File: src/rtl/pool2x2_stream.sv
// Streaming 2x2 pooling engine (max / second-largest / min / average) with a
// one-line buffer and a valid/ready output register. Optional macro: POOL_AVG_EN.
module pool2x2_stream #(
  parameter int DATA_W = 4,
  parameter int IMG_W  = 180,
  parameter int IMG_H  = 180
) (
  input  logic              clk,
  input  logic              rst,
  input  logic [1:0]        mode,
  input  logic              s_valid,
  output logic              s_ready,
  input  logic [DATA_W-1:0] s_data,
  output logic              m_valid,
  input  logic              m_ready,
  output logic [DATA_W-1:0] m_data,
  output logic              m_last
);

  if ((IMG_W < 2) || (IMG_W % 2 != 0)) begin : g_bad_img_w
    $error("pool2x2_stream: IMG_W must be even and >= 2");
  end
  if ((IMG_H < 2) || (IMG_H % 2 != 0)) begin : g_bad_img_h
    $error("pool2x2_stream: IMG_H must be even and >= 2");
  end

  localparam int CW = ($clog2(IMG_W) > 0) ? $clog2(IMG_W) : 1;
  localparam int RW = ($clog2(IMG_H) > 0) ? $clog2(IMG_H) : 1;
  localparam logic [CW-1:0] COL_LAST = CW'(IMG_W - 1);
  localparam logic [RW-1:0] ROW_LAST = RW'(IMG_H - 1);

  function automatic logic [DATA_W-1:0] max2(input logic [DATA_W-1:0] x,
                                             input logic [DATA_W-1:0] y);
    return (x > y) ? x : y;
  endfunction

  function automatic logic [DATA_W-1:0] min2(input logic [DATA_W-1:0] x,
                                             input logic [DATA_W-1:0] y);
    return (x < y) ? x : y;
  endfunction

`ifdef POOL_AVG_EN
  function automatic logic [DATA_W-1:0] avg4(input logic [DATA_W-1:0] a,
                                             input logic [DATA_W-1:0] b,
                                             input logic [DATA_W-1:0] c,
                                             input logic [DATA_W-1:0] d);
    logic [DATA_W+1:0] sum;
    sum = {2'b00, a} + {2'b00, b} + {2'b00, c} + {2'b00, d};
    return sum[DATA_W+1:2];
  endfunction
`endif

  // Pairwise split: the runner-up is either the loser of the two pair winners
  // or the best of the two pair losers, which counts duplicates correctly.
  function automatic logic [DATA_W-1:0] pool4(input logic [DATA_W-1:0] a,
                                              input logic [DATA_W-1:0] b,
                                              input logic [DATA_W-1:0] c,
                                              input logic [DATA_W-1:0] d,
                                              input logic [1:0]        md);
    logic [DATA_W-1:0] hi_ab, lo_ab, hi_cd, lo_cd, res;
    hi_ab = max2(a, b);
    lo_ab = min2(a, b);
    hi_cd = max2(c, d);
    lo_cd = min2(c, d);
    case (md)
      2'd1:    res = max2(min2(hi_ab, hi_cd), max2(lo_ab, lo_cd));
      2'd2:    res = min2(lo_ab, lo_cd);
`ifdef POOL_AVG_EN
      2'd3:    res = avg4(a, b, c, d);
`endif
      default: res = max2(hi_ab, hi_cd);
    endcase
    return res;
  endfunction

  logic [CW-1:0]     col_q, col_d;
  logic [RW-1:0]     row_q, row_d;
  logic [DATA_W-1:0] left_q, left_d;
  logic [1:0]        mode_q, mode_d;
  logic              m_valid_q, m_valid_d;
  logic [DATA_W-1:0] m_data_q, m_data_d;
  logic              m_last_q, m_last_d;
  logic [DATA_W-1:0] lb_q [IMG_W];

  logic              accept, first_beat, produce;
  logic [1:0]        mode_eff;
  logic [DATA_W-1:0] pool_res;

  assign s_ready    = !m_valid_q || m_ready;
  assign accept     = s_valid && s_ready;
  assign first_beat = (row_q == '0) && (col_q == '0);
  assign produce    = accept && row_q[0] && col_q[0];
  assign mode_eff   = first_beat ? mode : mode_q;
  assign pool_res   = pool4(lb_q[col_q - CW'(1)], lb_q[col_q], left_q, s_data, mode_eff);

  always_comb begin
    col_d     = col_q;
    row_d     = row_q;
    left_d    = left_q;
    mode_d    = mode_q;
    m_valid_d = m_valid_q;
    m_data_d  = m_data_q;
    m_last_d  = m_last_q;
    if (m_valid_q && m_ready) begin
      m_valid_d = 1'b0;
    end
    if (accept) begin
      if (first_beat) begin
        mode_d = mode;
      end
      if (row_q[0] && !col_q[0]) begin
        left_d = s_data;
      end
      if (col_q == COL_LAST) begin
        col_d = '0;
        row_d = (row_q == ROW_LAST) ? '0 : row_q + RW'(1);
      end else begin
        col_d = col_q + CW'(1);
      end
    end
    if (produce) begin
      m_valid_d = 1'b1;
      m_data_d  = pool_res;
      m_last_d  = (row_q == ROW_LAST) && (col_q == COL_LAST);
    end
  end

  always_ff @(posedge clk or posedge rst) begin
    if (rst) begin
      col_q     <= '0;
      row_q     <= '0;
      left_q    <= '0;
      mode_q    <= '0;
      m_valid_q <= 1'b0;
      m_data_q  <= '0;
      m_last_q  <= 1'b0;
    end else begin
      col_q     <= col_d;
      row_q     <= row_d;
      left_q    <= left_d;
      mode_q    <= mode_d;
      m_valid_q <= m_valid_d;
      m_data_q  <= m_data_d;
      m_last_q  <= m_last_d;
    end
  end

  // Line buffer carries no reset; every even-row entry is rewritten before use.
  always_ff @(posedge clk) begin
    if (accept && !row_q[0]) begin
      lb_q[col_q] <= s_data;
    end
  end

  assign m_valid = m_valid_q;
  assign m_data  = m_data_q;
  assign m_last  = m_last_q;

endmodule

File: config.mk
export PLATFORM = sky130hd
export DESIGN_NAME = pool2x2_stream
export DESIGN_NICKNAME = d
export VERILOG_FILES = /design/src/rtl/pool2x2_stream.sv
export SDC_FILE = /design/constraint.sdc
export NUM_CORES = 1
export LEC_CHECK = 0
export ABC_CLOCK_PERIOD_IN_PS = 8500
export BUFFER_PORTS_ARGS = -buffer_cell sky130_fd_sc_hd__buf_2
export CAP_MARGIN = 10
export CORE_ASPECT_RATIO = 1.75
export CORE_UTILIZATION = 25
export CTS_CLUSTER_SIZE = 14
export DETAILED_ROUTE_END_ITERATION = 8
export GPL_TIMING_DRIVEN = 1
export SLEW_MARGIN = 20
export SYNTH_ARGS = -nofsm -noshare
export SYNTH_HDL_FRONTEND = slang
export SYNTH_SLANG_ARGS = --single-unit
File: constraint.sdc
create_clock -name clk -period 8.5 [get_ports clk]
set_input_delay 0.85 -clock clk [delete_from_list [all_inputs] [get_ports clk]]
set_output_delay 0.85 -clock clk [all_outputs]
set_load 0.02 [all_outputs]
==> results of run 1 <==
worst register-to-register path, delay by kind of cell, from the launching register on:
family	cells	cell delay, ps
flip-flops	1	590
AND/OR/NAND/NOR	11	1390
multiplexers	3	1370
buffers and inverters	4	670
AO/OA/AOI/OAI	12	2400
adder cells (fa/ha/maj)	4	1070
XOR/XNOR	1	350
Yosys cell counts, types with 9 or more instances:
library cell / count / area [um2]
nand4_1: 15 / 93.8
a211oi_1: 16 / 120
a22oi_1: 31 / 233
buf_4: 30 / 225
ha_1: 29 / 363
a311oi_1: 16 / 140
mux4_2: 335 / 7540
a31oi_1: 12 / 75.1
xor2_1: 9 / 78.8
o22ai_1: 13 / 81.3
nand2b_1: 14 / 87.6
nor3_1: 17 / 85.1
buf_2: 50 / 250
xnor2_1: 11 / 96.3
nor4_1: 9 / 56.3
a21oi_1: 27 / 135
dfrtp_1: 28 / 701
and3_1: 25 / 156
and2_1: 13 / 81.3
inv_1: 23 / 86.3
edfxtp_1: 720 / 21600
nor2b_1: 23 / 144
o21ai_0: 27 / 135
nor2_1: 233 / 875
buf_6: 20 / 225
nand3_1: 81 / 405
nand2_1: 228 / 856
clkbuf_1: 61 / 229
mux2i_1: 120 / 1200
buf_1: 14 / 52.6
cell type report:
class,count,share of cell area
diodes,3,0.000177
repair buffers,132,0.0297
well taps,1984,0.0586
flip-flops and latches,748,0.527
clock buffers,89,0.0440
clock inverters,17,0.00257
multi-input cells,1419,0.336
inverters,25,0.00221
flip-flops by register name, summed over array words and instances, names as in the netlist:
register,flops
m_last,1
col_q,8
row_q,8
m_data,4
mode_q,2
lb_q,720
m_valid,1
left_q,4
how the worst min path moves through the flow:
stage | start | depth (start not counted) | end | slack [ps]
5_1_grt | rst | 3 | row_q[4]$_DFFE_PP0P_ | 330
3_3_place_gp | mode_q[1]$_DFFE_PP0P_ | 2 | mode_q[1]$_DFFE_PP0P_ | 460
2_1_floorplan | mode_q[0]$_DFFE_PP0P_ | 2 | mode_q[0]$_DFFE_PP0P_ | 450
6_report | rst | 3 | row_q[4]$_DFFE_PP0P_ | 290
3_5_place_dp | m_data[1]$_DFFE_PP0P_ | 2 | m_data[1]$_DFFE_PP0P_ | 470
4_1_cts | rst | 3 | col_q[6]$_DFFE_PP0P_ | 300
logic make-up (layout without fill, tap and decap cells):
| family | count (synthesis) | in the layout | share of synthesized area |
|---|---|---|---|
| AO/OA/AOI/OAI | 218 | 218 | 0.0433 |
| buffers and inverters | 200 | 263 | 0.0287 |
| other | 0 | 3 | 0 |
| adder cells (fa/ha/maj) | 29 | 29 | 0.00968 |
| flip-flops | 748 | 748 | 0.595 |
| AND/OR/NAND/NOR | 688 | 688 | 0.0822 |
| XOR/XNOR | 20 | 20 | 0.00467 |
| multiplexers | 464 | 464 | 0.236 |
power by group through the flow:
| stage | sequential [mW] | clock (mW) | combinational [mW] |
|---|---|---|---|
| after CTS | 4.19 | 2.94 | 9.47 |
| after detailed placement | 4.27 | 0 | 9.43 |
| final | 4.19 | 2.91 | 9.62 |
| after floorplan | 4.22 | 0 | 6.14 |
| after global routing | 4.20 | 3.06 | 10.0 |
| after global placement | 4.27 | 0 | 9.48 |
metrics by stage:
step | hold slack [ps] | total power, mW
2_1_floorplan | 450 | 10.4
3_3_place_gp | 462 | 13.7
3_5_place_dp | 471 | 13.7
4_1_cts | 297 | 16.6
5_1_grt | 332 | 17.3
6_report | 295 | 16.7
routing by layer:
metal	up-vias	part of all wire	GRT usage
li1	9588	-	-
met1	12190	0.31	0.166
met2	1272	0.53	0.309
met3	431	0.066	0.0261
met4	0	0.10	0.148
met5	-	0	0
repair_timing:
| item | in CTS | in global routing |
|---|---|---|
| hold endpoints to repair | 0 | 0 |
| buffers inserted | 0 | 0 |
| gates resized for setup | 0 | 8 |
| setup endpoints to repair | 0 | 3 |
layout by cell type, fill, tap and decap left out, types with 14 or more instances in the layout:
cell and instances:
edfxtp_1 720, nor2_1 233, nand2b_1 14, mux4_2 335, ha_1 28, clkbuf_1 16, nand4_1 15, nor3_1 15
buf_12 23, clkbuf_16 71, a311oi_1 16, nand2_1 226, inv_1 23, mux2i_1 120, a211oi_1 16, dfrtp_1 24
a22oi_1 31, nor2b_1 21, nand3_1 78, buf_4 94, and3_1 25, o21ai_0 27, a21oi_1 26
==> reports/metrics.cfg, run 1 <==
[die]
die_area_mm2 = 0.152
ios = 17
start_util = 0.252
coreArea_mm2 = 0.149
fp-row-count = 187
die_h_um = 514
die_w_um = 295

[synth]
ys_seq_elements = 748
netlist_area_mm2 = 0.0375
synthArstFlopShare = 0.0374
post_synth_inst_count = 2367
synth_ff_type = edfxtp_1
synthDistinctLibCells = 84
synth_warnings = 0
synth_seq_area_share = 0.595
syn_area_per_cell_um2 = 15.8
syn-num-nets = 2406
synth_edf_count = 720

[power_and_ir_drop]
power_switching_mw = 7.31
pwr-share-comb = 0.575
internal_power_mw = 9.41
swShare = 0.437
powerDensity_mw_per_mm2 = 395
power_leakage_nw = 13.2
ir_drop_mv = 0.535
seqPwrFrac = 0.251
clockPowerShare = 0.174

[worst_setup_path]
critPathMaxFanout = 14
ff2ff_setup_slack_ps = 550
cp-startpoint = col_q[0]$_DFFE_PP0P_
cp_num_buf_inv = 4
cp.depth = 35
crit_family = compound AO/OA/AOI/OAI gates
slowest_delay_ps = 590
cp.required_ps = 9040
cp_slowest_cell = dfrtp_4
start_kind = flip-flop
crit_end = m_data[1]$_DFFE_PP0P_
r2r_start = col_q[0]$_DFFE_PP0P_
r2r-end = m_data[1]$_DFFE_PP0P_
critPathArrivalTime_ps = 8490
critPathKind = flip-flop to flip-flop
r2r_cells = 35
cp-end-kind = flip-flop

[final_layout]
multi_input_area_mm2 = 0.0142
regArea_mm2 = 0.0223
instances_no_fill = 4417
final_nets = 2432
drive_gt1_frac = 0.246
areaGrowthSynthToFinish_pct = 13.0
utilization = 0.285
fin_area_mm2 = 0.0424
fillCellCount = 14784

[timing]
worstMarginPinSlew_ps = 1250
clock_skew_ps = 22.6
relSlewSlack = 0.168
setup_viol = 0
layout_setup_ws_ps = 552
finalCritPeriodShare = 0.935
rsz0062_at_grt = no
fmax_mhz = 126
setup_tns_ps = 0
finalCriticalPeriod_ps = 7950
hold_viol = 0
slew_viol_final = 0

[global_route]
grt_pass1_wl_um = 182000
overflow = 0
grt_pass1_vias = 24338
grt_usage = 0.170
antenna_found_initial = 3
grt_max_degree = 93

[clock_network]
cts_max_level = 3
clock_path_buffers = 3
cts_hold_buf = 0
clock_sinks = 748
cts_root_buffer = clkbuf_16
clock_latency_ps = 640
cts_tree = built
cts_made_buffers = 67
clk_pin_slew_worst_paths_ps = 70

[route]
drc_errors = 0
wire_per_inst_um = 29.3
num_vias = 23481
avgViaCountPerCell = 5.32
drt-initial-drc-count = 2514
ant_nets = 0
routed_wl_um = 129000
firstDrtPassIters = 6

[flow_run]
cap_violations = 0

[placed_design]
placement.io_buffers = 16
dp_worst_setup_slack_ps = 425
place_congestion = 0.963
hpwl_um = 91800
dp_cells = 4308
placement.cell_area_mm2 = 0.0403

[hold_path]
hold_path_class = input pin to async pin

[outcome]
status = finished clean

(Power assumes the default switching activity.)
==> run 2, diff against run 1 <==
Settings changed: REMOVE_ABC_BUFFERS from default to 1, SLEW_MARGIN 20 to default.
==> reports/metrics.cfg, run 2 (same netlist as run 1, synthesis figures left out) <==
[global_route]
grt_pass1_vias = 24186  ; was 24338
grt_pass1_wl_um = 179000  ; was 182000 um
grt_max_degree = 105  ; was 93
overflow = 0  ; unchanged
grt_usage = 0.166  ; was 0.170
antenna_found_initial = 2  ; was 3

[clock_network]
cts_made_buffers = 67  ; unchanged
cts_root_buffer = clkbuf_16  ; unchanged
clock_sinks = 748  ; unchanged
cts_tree = built  ; unchanged
clock_latency_ps = 670  ; was 640 ps
clock_path_buffers = 3  ; unchanged
clk_pin_slew_worst_paths_ps = 70  ; about the same
post-cts-setup-buffers = 0  ; unchanged
cts_max_level = 3  ; unchanged

[final_layout]
fin_area_mm2 = 0.0423  ; was 0.0424 mm2
layout_commonest_cell = edfxtp_1  ; unchanged
final_cell_mix = edfxtp_1 (720), mux4_2 (335), nor2_1 (233)  ; unchanged
reg_top3 = lb_q: 720 flops, col_q: 8 flops, row_q: 8 flops  ; unchanged
drive_gt1_frac = 0.247  ; was 0.246
largest_reg_flops = 720  ; unchanged
largest_register = lb_q  ; unchanged
areaGrowthSynthToFinish_pct = 12.9  ; was 13.0%
final_nets = 2436  ; was 2432

[route]
wire_per_inst_um = 28.8  ; was 29.3 um
firstDrtPassIters = 6  ; unchanged
avgViaCountPerCell = 5.35  ; was 5.32
drt-initial-drc-count = 2654  ; was 2514
routed_wl_um = 127000  ; was 129000 um
drc_errors = 0  ; unchanged
ant_nets = 0  ; unchanged
num_vias = 23615  ; was 23481

[worst_setup_path]
slowest_delay_ps = 520  ; was 590 ps
cp.required_ps = 9020  ; was 9040 ps
critPathMaxFanout = 16  ; was 14
start_kind = flip-flop  ; unchanged
ff2ff_setup_slack_ps = 470  ; was 550 ps
critPathKind = flip-flop to flip-flop  ; unchanged
cp_slowest_cell = o41a_1  ; was dfrtp_4
worst_path_most_repeated_cell = buf_4
cp-end-kind = flip-flop  ; unchanged
r2r_cells = 37  ; was 35
critPathArrivalTime_ps = 8550  ; was 8490 ps

[placed_design]
placement.io_buffers = 16  ; unchanged
hpwl_um = 90400  ; was 91800 um
placement.cell_area_mm2 = 0.0403  ; about the same
place_congestion = 1.10  ; was 0.963

[timing]
setup_tns_ps = 0  ; unchanged
hold_viol = 0  ; unchanged
finalCritPeriodShare = 0.945  ; was 0.935
rsz0062_at_grt = no  ; unchanged
setup_viol = 0  ; unchanged
finalCriticalPeriod_ps = 8030  ; was 7950 ps
clock_skew_ps = 36.9  ; was 22.6 ps
whs_ps = 285  ; was 295 ps
slew_viol_final = 0  ; unchanged
worstMarginPinSlew_ps = 1260  ; was 1250 ps
relSlewSlack = 0.153  ; was 0.168
fmax_mhz = 124  ; was 126 MHz

[power_and_ir_drop]
power_leakage_nw = 13.2  ; about the same
powerDensity_mw_per_mm2 = 400  ; was 395 mW/mm2
ir_drop_mv = 0.429  ; was 0.535 mV

[hold_path]
hold_path_class = input pin to async pin  ; unchanged

[die]
die_h_um = 514  ; unchanged
start_util = 0.252  ; unchanged
die_w_um = 295  ; unchanged
coreArea_mm2 = 0.149  ; unchanged
fp-row-count = 187  ; unchanged
die_area_mm2 = 0.152  ; unchanged
ios = 17  ; unchanged

[outcome]
status = finished clean  ; unchanged

[flow_run]
cap_violations = 0  ; unchanged

-- run 2: cell types whose count changed in the layout (fill, tap and decap cells not counted), moves of 3 or more --
cell,before,now
buf_12,23,15
buf_4,94,105
bufinv_16,1,4
clkbuf_1,16,13
clkinv_1,13,8
clkinv_2,0,3
clkinv_8,0,3
-- run 2: final timing paths --
check                                startpoint                    end
min in group clk             m_last$_DFFE_PP0P_     m_last$_DFFE_PP0P_
max reg2reg                col_q[1]$_DFFE_PP0P_  m_data[2]$_DFFE_PP0P_
min reg2reg                  m_last$_DFFE_PP0P_     m_last$_DFFE_PP0P_
max in group asynchronous                   rst   col_q[1]$_DFFE_PP0P_
min                                         rst   col_q[2]$_DFFE_PP0P_
max                        col_q[1]$_DFFE_PP0P_  m_data[2]$_DFFE_PP0P_
-- run 2: power breakdown --
group          internal, mW  switching [mW]
Clock                  1.63            1.37
Sequential             4.10          0.0936
Combinational          3.90            5.86
Total                  9.63            7.32
-- run 2: cell type report --
type                            instances  area, um2
Clock buffer                           84       1810
Multi-Input combinational cell       1419      14200
Sequential cell                       748      22300
Inverter                               25       93.8
Tap cell                             1984       2480
Antenna cell                            1       2.50
Clock inverter                         19        230
Timing Repair Buffer                  136       1190
Fill cell                           14827     106000
-- run 2: worst max-delay path: cells and delay by family, from the launching register on --
family | cells | cell delay (ps)
AO/OA/AOI/OAI | 15 | 2910
AND/OR/NAND/NOR | 10 | 1710
adder cells (fa/ha/maj) | 4 | 1380
buffers and inverters | 7 | 1080
flip-flops | 1 | 500
multiplexers | 1 | 310
-- run 2: routing by layer --
layer	up-vias	GRT usage	part of all wire
li1	9577	-	-
met1	12333	0.167	0.32
met4	2	0.147	0.099
met2	1269	0.294	0.51
met3	434	0.0274	0.069
met5	-	0	0.00010
-- run 2: per-stage QoR --
step | power (mW) | worst slack, ps | cells | util
6_report | 16.9 | 466 | 4416 | 0.285
5_1_grt | 17.5 | 88.0 | 4416 | 0.285
4_1_cts | 16.7 | 584 | 4415 | 0.285
3_5_place_dp | 13.7 | 627 | 4312 | 0.271
3_3_place_gp | 13.8 | 556 | 4312 | 0.271
2_1_floorplan | 11.1 | -15450 | 2192 | -
-- run 2: repair_timing --
action                                  CTS  global route
endpoints found under the setup margin    0             3
hold buffers                              0             0
resized for setup                         0             4
